==> src/rtl/melody_seq.sv <==
// melody_seq
//
// Shares the single tone generator between the manual path (encoder
// frequency plus mute button) and an internal 8-note melody player.
// While a melody plays, the player owns the tone generator. Otherwise the
// manual request is passed through with one cycle of latency.
//
// Parameters:
//   TICK_DIV    clock cycles per duration tick (>= 2)
//   NOTE_TICKS  ticks each note sounds (1..65535)
//   GAP_TICKS   silent ticks after each note (1..65535)
//
// Ports:
//   clk          system clock
//   reset_n      synchronous, active-low reset
//   start        single-cycle pulse, begins the melody from IDLE
//   stop         single-cycle pulse, aborts a running melody
//   loop         level, sampled when the last gap ends
//   manual_freq  manual frequency in Hz
//   manual_on    manual tone enable
//   freq         frequency to the tone generator, in Hz (registered)
//   onOff        tone enable to the tone generator (registered)
//   busy         high while the melody owns the tone generator (registered)
//   note_idx     index of the current note (registered)

module melody_seq #(
    parameter int unsigned TICK_DIV   = 50000,
    parameter int unsigned NOTE_TICKS = 250,
    parameter int unsigned GAP_TICKS  = 20
) (
    input  logic        clk,
    input  logic        reset_n,
    input  logic        start,
    input  logic        stop,
    input  logic        loop,
    input  logic [31:0] manual_freq,
    input  logic        manual_on,
    output logic [31:0] freq,
    output logic        onOff,
    output logic        busy,
    output logic [2:0]  note_idx
);

    localparam int PW = $clog2(TICK_DIV);
    localparam logic [PW-1:0] PRESC_LAST = PW'(TICK_DIV - 1);
    localparam logic [PW-1:0] PRESC_ONE  = PW'(1);
    localparam logic [15:0]   NOTE_LAST  = 16'(NOTE_TICKS - 1);
    localparam logic [15:0]   GAP_LAST   = 16'(GAP_TICKS - 1);

    typedef enum logic [1:0] {
        IDLE,
        PLAY,
        GAP
    } state_t;

    state_t      state;
    state_t      state_next;
    logic [PW-1:0] presc;
    logic [PW-1:0] presc_next;
    logic [15:0] tick_cnt;
    logic [15:0] tick_next;
    logic [2:0]  note_next;
    logic [31:0] freq_next;
    logic        on_next;
    logic        busy_next;
    logic        tick;

    // Fixed note table (C major scale, C4..C5), zero-extended to 32 bits.
    function automatic logic [31:0] note_freq(input logic [2:0] idx);
        logic [31:0] f;
        case (idx)
            3'd0:    f = 32'd262;
            3'd1:    f = 32'd294;
            3'd2:    f = 32'd330;
            3'd3:    f = 32'd349;
            3'd4:    f = 32'd392;
            3'd5:    f = 32'd440;
            3'd6:    f = 32'd494;
            default: f = 32'd523;
        endcase
        return f;
    endfunction

    // The prescaler only runs while the melody owns the generator.
    assign tick = (state != IDLE) && (presc == PRESC_LAST);

    // Next-state logic. stop is checked before the terminal tick so it
    // always wins, and start is only honoured from IDLE.
    always_comb begin
        state_next = state;
        note_next  = note_idx;
        presc_next = tick ? '0 : presc + PRESC_ONE;
        tick_next  = tick ? tick_cnt + 16'd1 : tick_cnt;

        case (state)
            IDLE: begin
                presc_next = '0;
                tick_next  = '0;
                note_next  = 3'd0;
                if (start && !stop) begin
                    state_next = PLAY;
                end
            end
            PLAY: begin
                if (stop) begin
                    state_next = IDLE;
                    note_next  = 3'd0;
                end else if (tick && tick_cnt == NOTE_LAST) begin
                    state_next = GAP;
                end
            end
            GAP: begin
                if (stop) begin
                    state_next = IDLE;
                    note_next  = 3'd0;
                end else if (tick && tick_cnt == GAP_LAST) begin
                    if (note_idx != 3'd7) begin
                        state_next = PLAY;
                        note_next  = note_idx + 3'd1;
                    end else if (loop) begin
                        state_next = PLAY;
                        note_next  = 3'd0;
                    end else begin
                        state_next = IDLE;
                        note_next  = 3'd0;
                    end
                end
            end
            default: begin
                state_next = IDLE;
                note_next  = 3'd0;
            end
        endcase

        // GAP->PLAY on a loop wrap counts as a state change too, so the
        // next note always starts with fresh counters.
        if (state_next != state) begin
            presc_next = '0;
            tick_next  = '0;
        end
    end

    // Outputs are derived from the next state so the registered outputs
    // line up with the registered state.
    always_comb begin
        freq_next = manual_freq;
        on_next   = manual_on;
        busy_next = 1'b0;
        case (state_next)
            PLAY: begin
                freq_next = note_freq(note_next);
                on_next   = 1'b1;
                busy_next = 1'b1;
            end
            GAP: begin
                freq_next = note_freq(note_next);
                on_next   = 1'b0;
                busy_next = 1'b1;
            end
            default: begin
                freq_next = manual_freq;
                on_next   = manual_on;
                busy_next = 1'b0;
            end
        endcase
    end

    always_ff @(posedge clk) begin
        if (!reset_n) begin
            state    <= IDLE;
            presc    <= '0;
            tick_cnt <= '0;
            note_idx <= 3'd0;
            freq     <= 32'd0;
            onOff    <= 1'b0;
            busy     <= 1'b0;
        end else begin
            state    <= state_next;
            presc    <= presc_next;
            tick_cnt <= tick_next;
            note_idx <= note_next;
            freq     <= freq_next;
            onOff    <= on_next;
            busy     <= busy_next;
        end
    end

endmodule

==> config.mk <==
export PLATFORM = sky130hd
export DESIGN_NAME = melody_seq
export DESIGN_NICKNAME = d
export VERILOG_FILES = /design/src/rtl/melody_seq.sv
export SDC_FILE = /design/constraint.sdc
export NUM_CORES = 1
export LEC_CHECK = 0
export CAP_MARGIN = 20
export CELL_PAD_IN_SITES_DETAIL_PLACEMENT = 1
export CELL_PAD_IN_SITES_GLOBAL_PLACEMENT = 1
export CORE_MARGIN = 1.5
export CORE_UTILIZATION = 40
export CTS_CLUSTER_DIAMETER = 80
export DETAILED_ROUTE_END_ITERATION = 6
export PLACE_DENSITY_LB_ADDON = 0.1
export SLEW_MARGIN = 20
export SYNTH_ARGS = -nofsm -noshare
export SYNTH_HDL_FRONTEND = slang
export SYNTH_SLANG_ARGS = --single-unit
==> constraint.sdc <==
create_clock -name clk -period 7.05 [get_ports clk]
set_input_delay 2.115 -clock clk [delete_from_list [all_inputs] [get_ports clk]]
set_output_delay 2.115 -clock clk [all_outputs]
set_load 0.005 [all_outputs]
Word level (Yosys, flattened, before mapping)
Index checks and enable logic that the tools add are counted.

Register bits after elaboration: 71.

Add/sub/neg operators: 3. Equal/unequal tests: 15. Multiplexer cells: 17. Bitwise operators: 1. Reductions and logical operators: 11.

Operators by type and width (count): $pmux W10 S7 (1); $add A16 B1 Y16 const B (2); $mux W32 (1); $eq A16 B16 Y1 const B (1); $eq A16 B5 Y1 const B (1); $eq A16 B8 Y1 const B (1); $mux W3 (4); $mux W2 (5); $eq A3 B3 Y1 const B (3); $eq A3 B2 Y1 const B (2); $pmux W2 S3 (1); $pmux W3 S2 (1); $eq A2 B1 Y1 const B (2); $eq A2 B2 Y1 const B (2); $logic_and A1 B1 Y1 (4); $reduce_or A4 Y1 (1); $add A3 B1 Y3 const B (1); $eq A3 B1 Y1 const B (1); $logic_not A3 Y1 (1); $mux W1 (3); $ne A3 B3 Y1 const B (1); $reduce_or A3 Y1 (1); $logic_not A2 Y1 (1); $ne A2 B2 Y1 (1); other kinds (5) (5).

Longest topological paths before layout
Depth after elaboration: 9. Mapped depth: 18.

Worst setup path before layout
No wires, ideal clock.

Path type: input port to flip-flop. From: input port stop. To: register freq[1]. Library setup time: 124 ps. Arrival time: 4411 ps. Required time: 6926 ps. Setup slack: 2515 ps. Stages on the path: 12. Cell sequence: clkbuf_1 > nor2_1 > o41ai_1 > a21oi_1 > o21a_1 > nor2_1 > buf_2 > ha_1 > clkbuf_1 > nor2b_1 > nor4bb_1 > nor3_1.

Word-level cells in the longest chain between the ends: 7. Elaborated cells on any way between the ends: 21. Classes of those cells: eq/ne: 8; mux: 9; reduce/logical: 4.

RTL lines: start: declaration (RTL line 34) `input logic stop,`; branches (longest 6 deep; another with $pmux W10 S7); $mux W32 *; end signal: assignment (RTL line 182) `freq <= freq_next;`; end: declaration (RTL line 38) `output logic [31:0] freq,`.

Every way passes the cells marked *. A chain may end at the register's enable or synchronous reset.

Final worst setup path
Same ends and word-level chain as after synthesis.

==> impl_metrics.tcl <==
set metrics [dict create \
    muxShareOfSynthArea 0.00655 \
    path_clk_slew_ns 0.08 \
    setup_viol 0 \
    synth_top_area_share 0.438 \
    synth_commonest_cells "dfxtp_1 (71), nand2_1 (27), nor2_1 (27)" \
    io_pins 75 \
    overflow 0 \
    wl_um 8300 \
    antenna_left 0 \
    tightestPinTransition_ns 1.02 \
    syn_area_per_cell_um2 9.25 \
    cp_max_fo 28 \
    startpoint_type "primary input" \
    tns_ns 0 \
    antenna_found_initial 0 \
    clk_latency_ns 0.35 \
    wl_per_cell_um 15.7 \
    syn_area_mm2 0.00325 \
    grt_pass1_vias 2974 \
    root_buffer "clkbuf_8" \
    hold_start "presc[0]" \
    whs_path_depth 1 \
    fin_crit_ns 4.72 \
    synth_most_common_cell "dfxtp_1" \
    finalCritPeriodShare 0.670 \
    power_mw 0.799 \
    drt_first_iter_violations 75 \
    die_x_um 93.1 \
    max_freq_mhz 212 \
    ys_seq_elements 71 \
    grt_start_max_net_pins 33 \
    cts_max_level 3 \
    cts_sinks 71 \
    path_cells "clkdlybuf4s50_1, nor2_1, o41ai_1, a21oi_1, o21a_1, nor2_1, buf_4, ha_1, nor2b_1, nor4bb_1, nor3_1" \
    place_hpwl_um 6000 \
    clock_path_buffers 2 \
    n_antenna_cell 0 \
    crit_path_top_delay_cell "clkdlybuf4s50_1" \
    max-cap-violations 0 \
    dr.pass1.iters 4 \
    cpLargestDelayFamily "buffers and inverters" \
    gp_congestion 0.768 \
    cp.arrival_ns 4.95 \
    hold_viol 0 \
    grt_pass1_wl_um 14000 \
    drive_gt1_frac 0.0679 \
    synthXorXnorAreaFrac 0.0836 \
    synth_compound_area_frac 0.157 \
    r2r_slack_ns 2.55 \
    r2r_cells 13 \
    synth_warnings 0 \
    core_mm2 0.00781 \
    placementRows 32 \
    synth_nets 400 \
    path_depth 11 \
    cts_buffers 9 \
    dieArea_mm2 0.00867 \
    area_growth_pct 30.7 \
    final_area_mm2 0.00424 \
    yosys.area_share.simple 0.240 \
    crit_buf_inv 2 \
    cts_tree "yes" \
    dr_total_vias 2791 \
    routed_via_density 5.28 \
    timing.rr.start "state[1]" \
    holdBufCountCts 0 \
    cts-resized-gates 0 \
    post_cts_buffers 0 \
    place_area_mm2 0.00407 \
    clock_skew_ns 0.00887 \
    path_class "in -> reg" \
    seq_area_frac_synth 0.438 \
    drc 0 \
    syn-instance-count 351 \
    async_flop_share 0 \
    crit_required_ns 7.28 \
    grt_setup_unrepaired "no" \
    synthFlopType "dfxtp_1" \
    max_stage_delay_ns 0.71 \
    yosys.area.top_type "dfxtp_1" \
    cp-end-kind "flop" \
    post_synth_num_cell_types 50 \
    leakage_nw 1.47 \
    synth_fa_ha_area_frac 0.0424 \
    critPathLaunch "stop" \
    yosys-top-cells-area "dfxtp_1 (44%), a211oi_1 (5.8%), and2_1 (5.0%), xor2_1 (4.9%), ha_1 (4.2%)" \
    whs_ns 0.506 \
    slew_headroom 0.317 \
    p_per_area_mw_per_mm2 188 \
    ir_worst_vdd_mv 0.103 \
    synth-edff-count 0 \
    hold_path_class "reg -> reg" \
    synth_top_family_by_area "simple AND/OR/NAND/NOR gates" \
    grtUsageTotal 0.204 \
    outcome "completed" \
    finalMaxSlewViolations 0 \
    port_buffers 74 \
    nets 471 \
    die_h_um 93.1 \
    crit_top_cell "nor2_1" \
    initial_core_util 0.416 \
]
-- placed cells by master (no fill, tap or decap), types with 3 or more instances in the layout --
cell type and n:
a2111oi_0 8, a211oi_1 25, a21oi_1 9, and2_1 26, and3_1 9, buf_4 3
clkbuf_8 9, clkdlybuf4s50_1 74, clkinv_2 3, dfxtp_1 71, ha_1 11, inv_1 10
nand2_1 27, nand3_1 12, nand4_1 7, nor2_1 27, nor2b_1 5, nor3_1 4
o21ai_0 8, o31ai_1 3, or3_1 3, or4_1 3, xnor2_1 13, xor2_1 18
-- registers in the layout (all words and copies together), names as in the netlist --
name,flops
note_idx,3
busy,1
tick_cnt,16
presc,16
onOff,1
state,2
freq,32
-- kinds of logic after synthesis --
kind of cell | Yosys count
flops | 71
xor+xnor | 31
compound gates | 67
mux | 2
simple gates | 142
fa+ha+maj | 11
buf+inv | 27
-- metrics by stage --
stage | utilization | instances | setup WS [ns]
3_3_place_gp | 0.521 | 513 | 2.09
3_5_place_dp | 0.521 | 513 | 1.96
4_1_cts | 0.543 | 529 | 2.33
6_report | 0.543 | 529 | 2.33
2_1_floorplan | - | 351 | 2.51
5_1_grt | 0.543 | 529 | 2.13
-- cell type report --
| type | instances | area (µm²) |
|---|---|---|
| clock buffer | 9 | 124 |
| clock inverter | 7 | 48.8 |
| fill | 904 | 3560 |
| inverter | 10 | 37.5 |
| multi-input combinational | 253 | 1720 |
| sequential | 71 | 1420 |
| tap | 102 | 128 |
| timing repair buffer | 77 | 763 |
-- power by group --
| group | switching, mW | total (mW) | internal, mW |
|---|---|---|---|
| logic | 0.0403 | 0.0927 | 0.0523 |
| registers | 0.00356 | 0.418 | 0.414 |
| clock network | 0.161 | 0.289 | 0.128 |
| total | 0.204 | 0.799 | 0.595 |
-- final timing paths --
kind                            endpoint
worst min-delay path            presc[0]
worst max register to register   freq[1]
worst min register to register  presc[0]
worst max-delay path             freq[1]
-- layer usage --
layer | GRT usage | wire (µm) | up-vias
met5 | 0 | 0 | -
met4 | 0.0821 | 145 | 0
met3 | 0.0618 | 485 | 12
met2 | 0.349 | 4000 | 57
met1 | 0.237 | 3670 | 1324
li1 | - | - | 1398
Note: power is estimated with default switching activity, not from simulation.
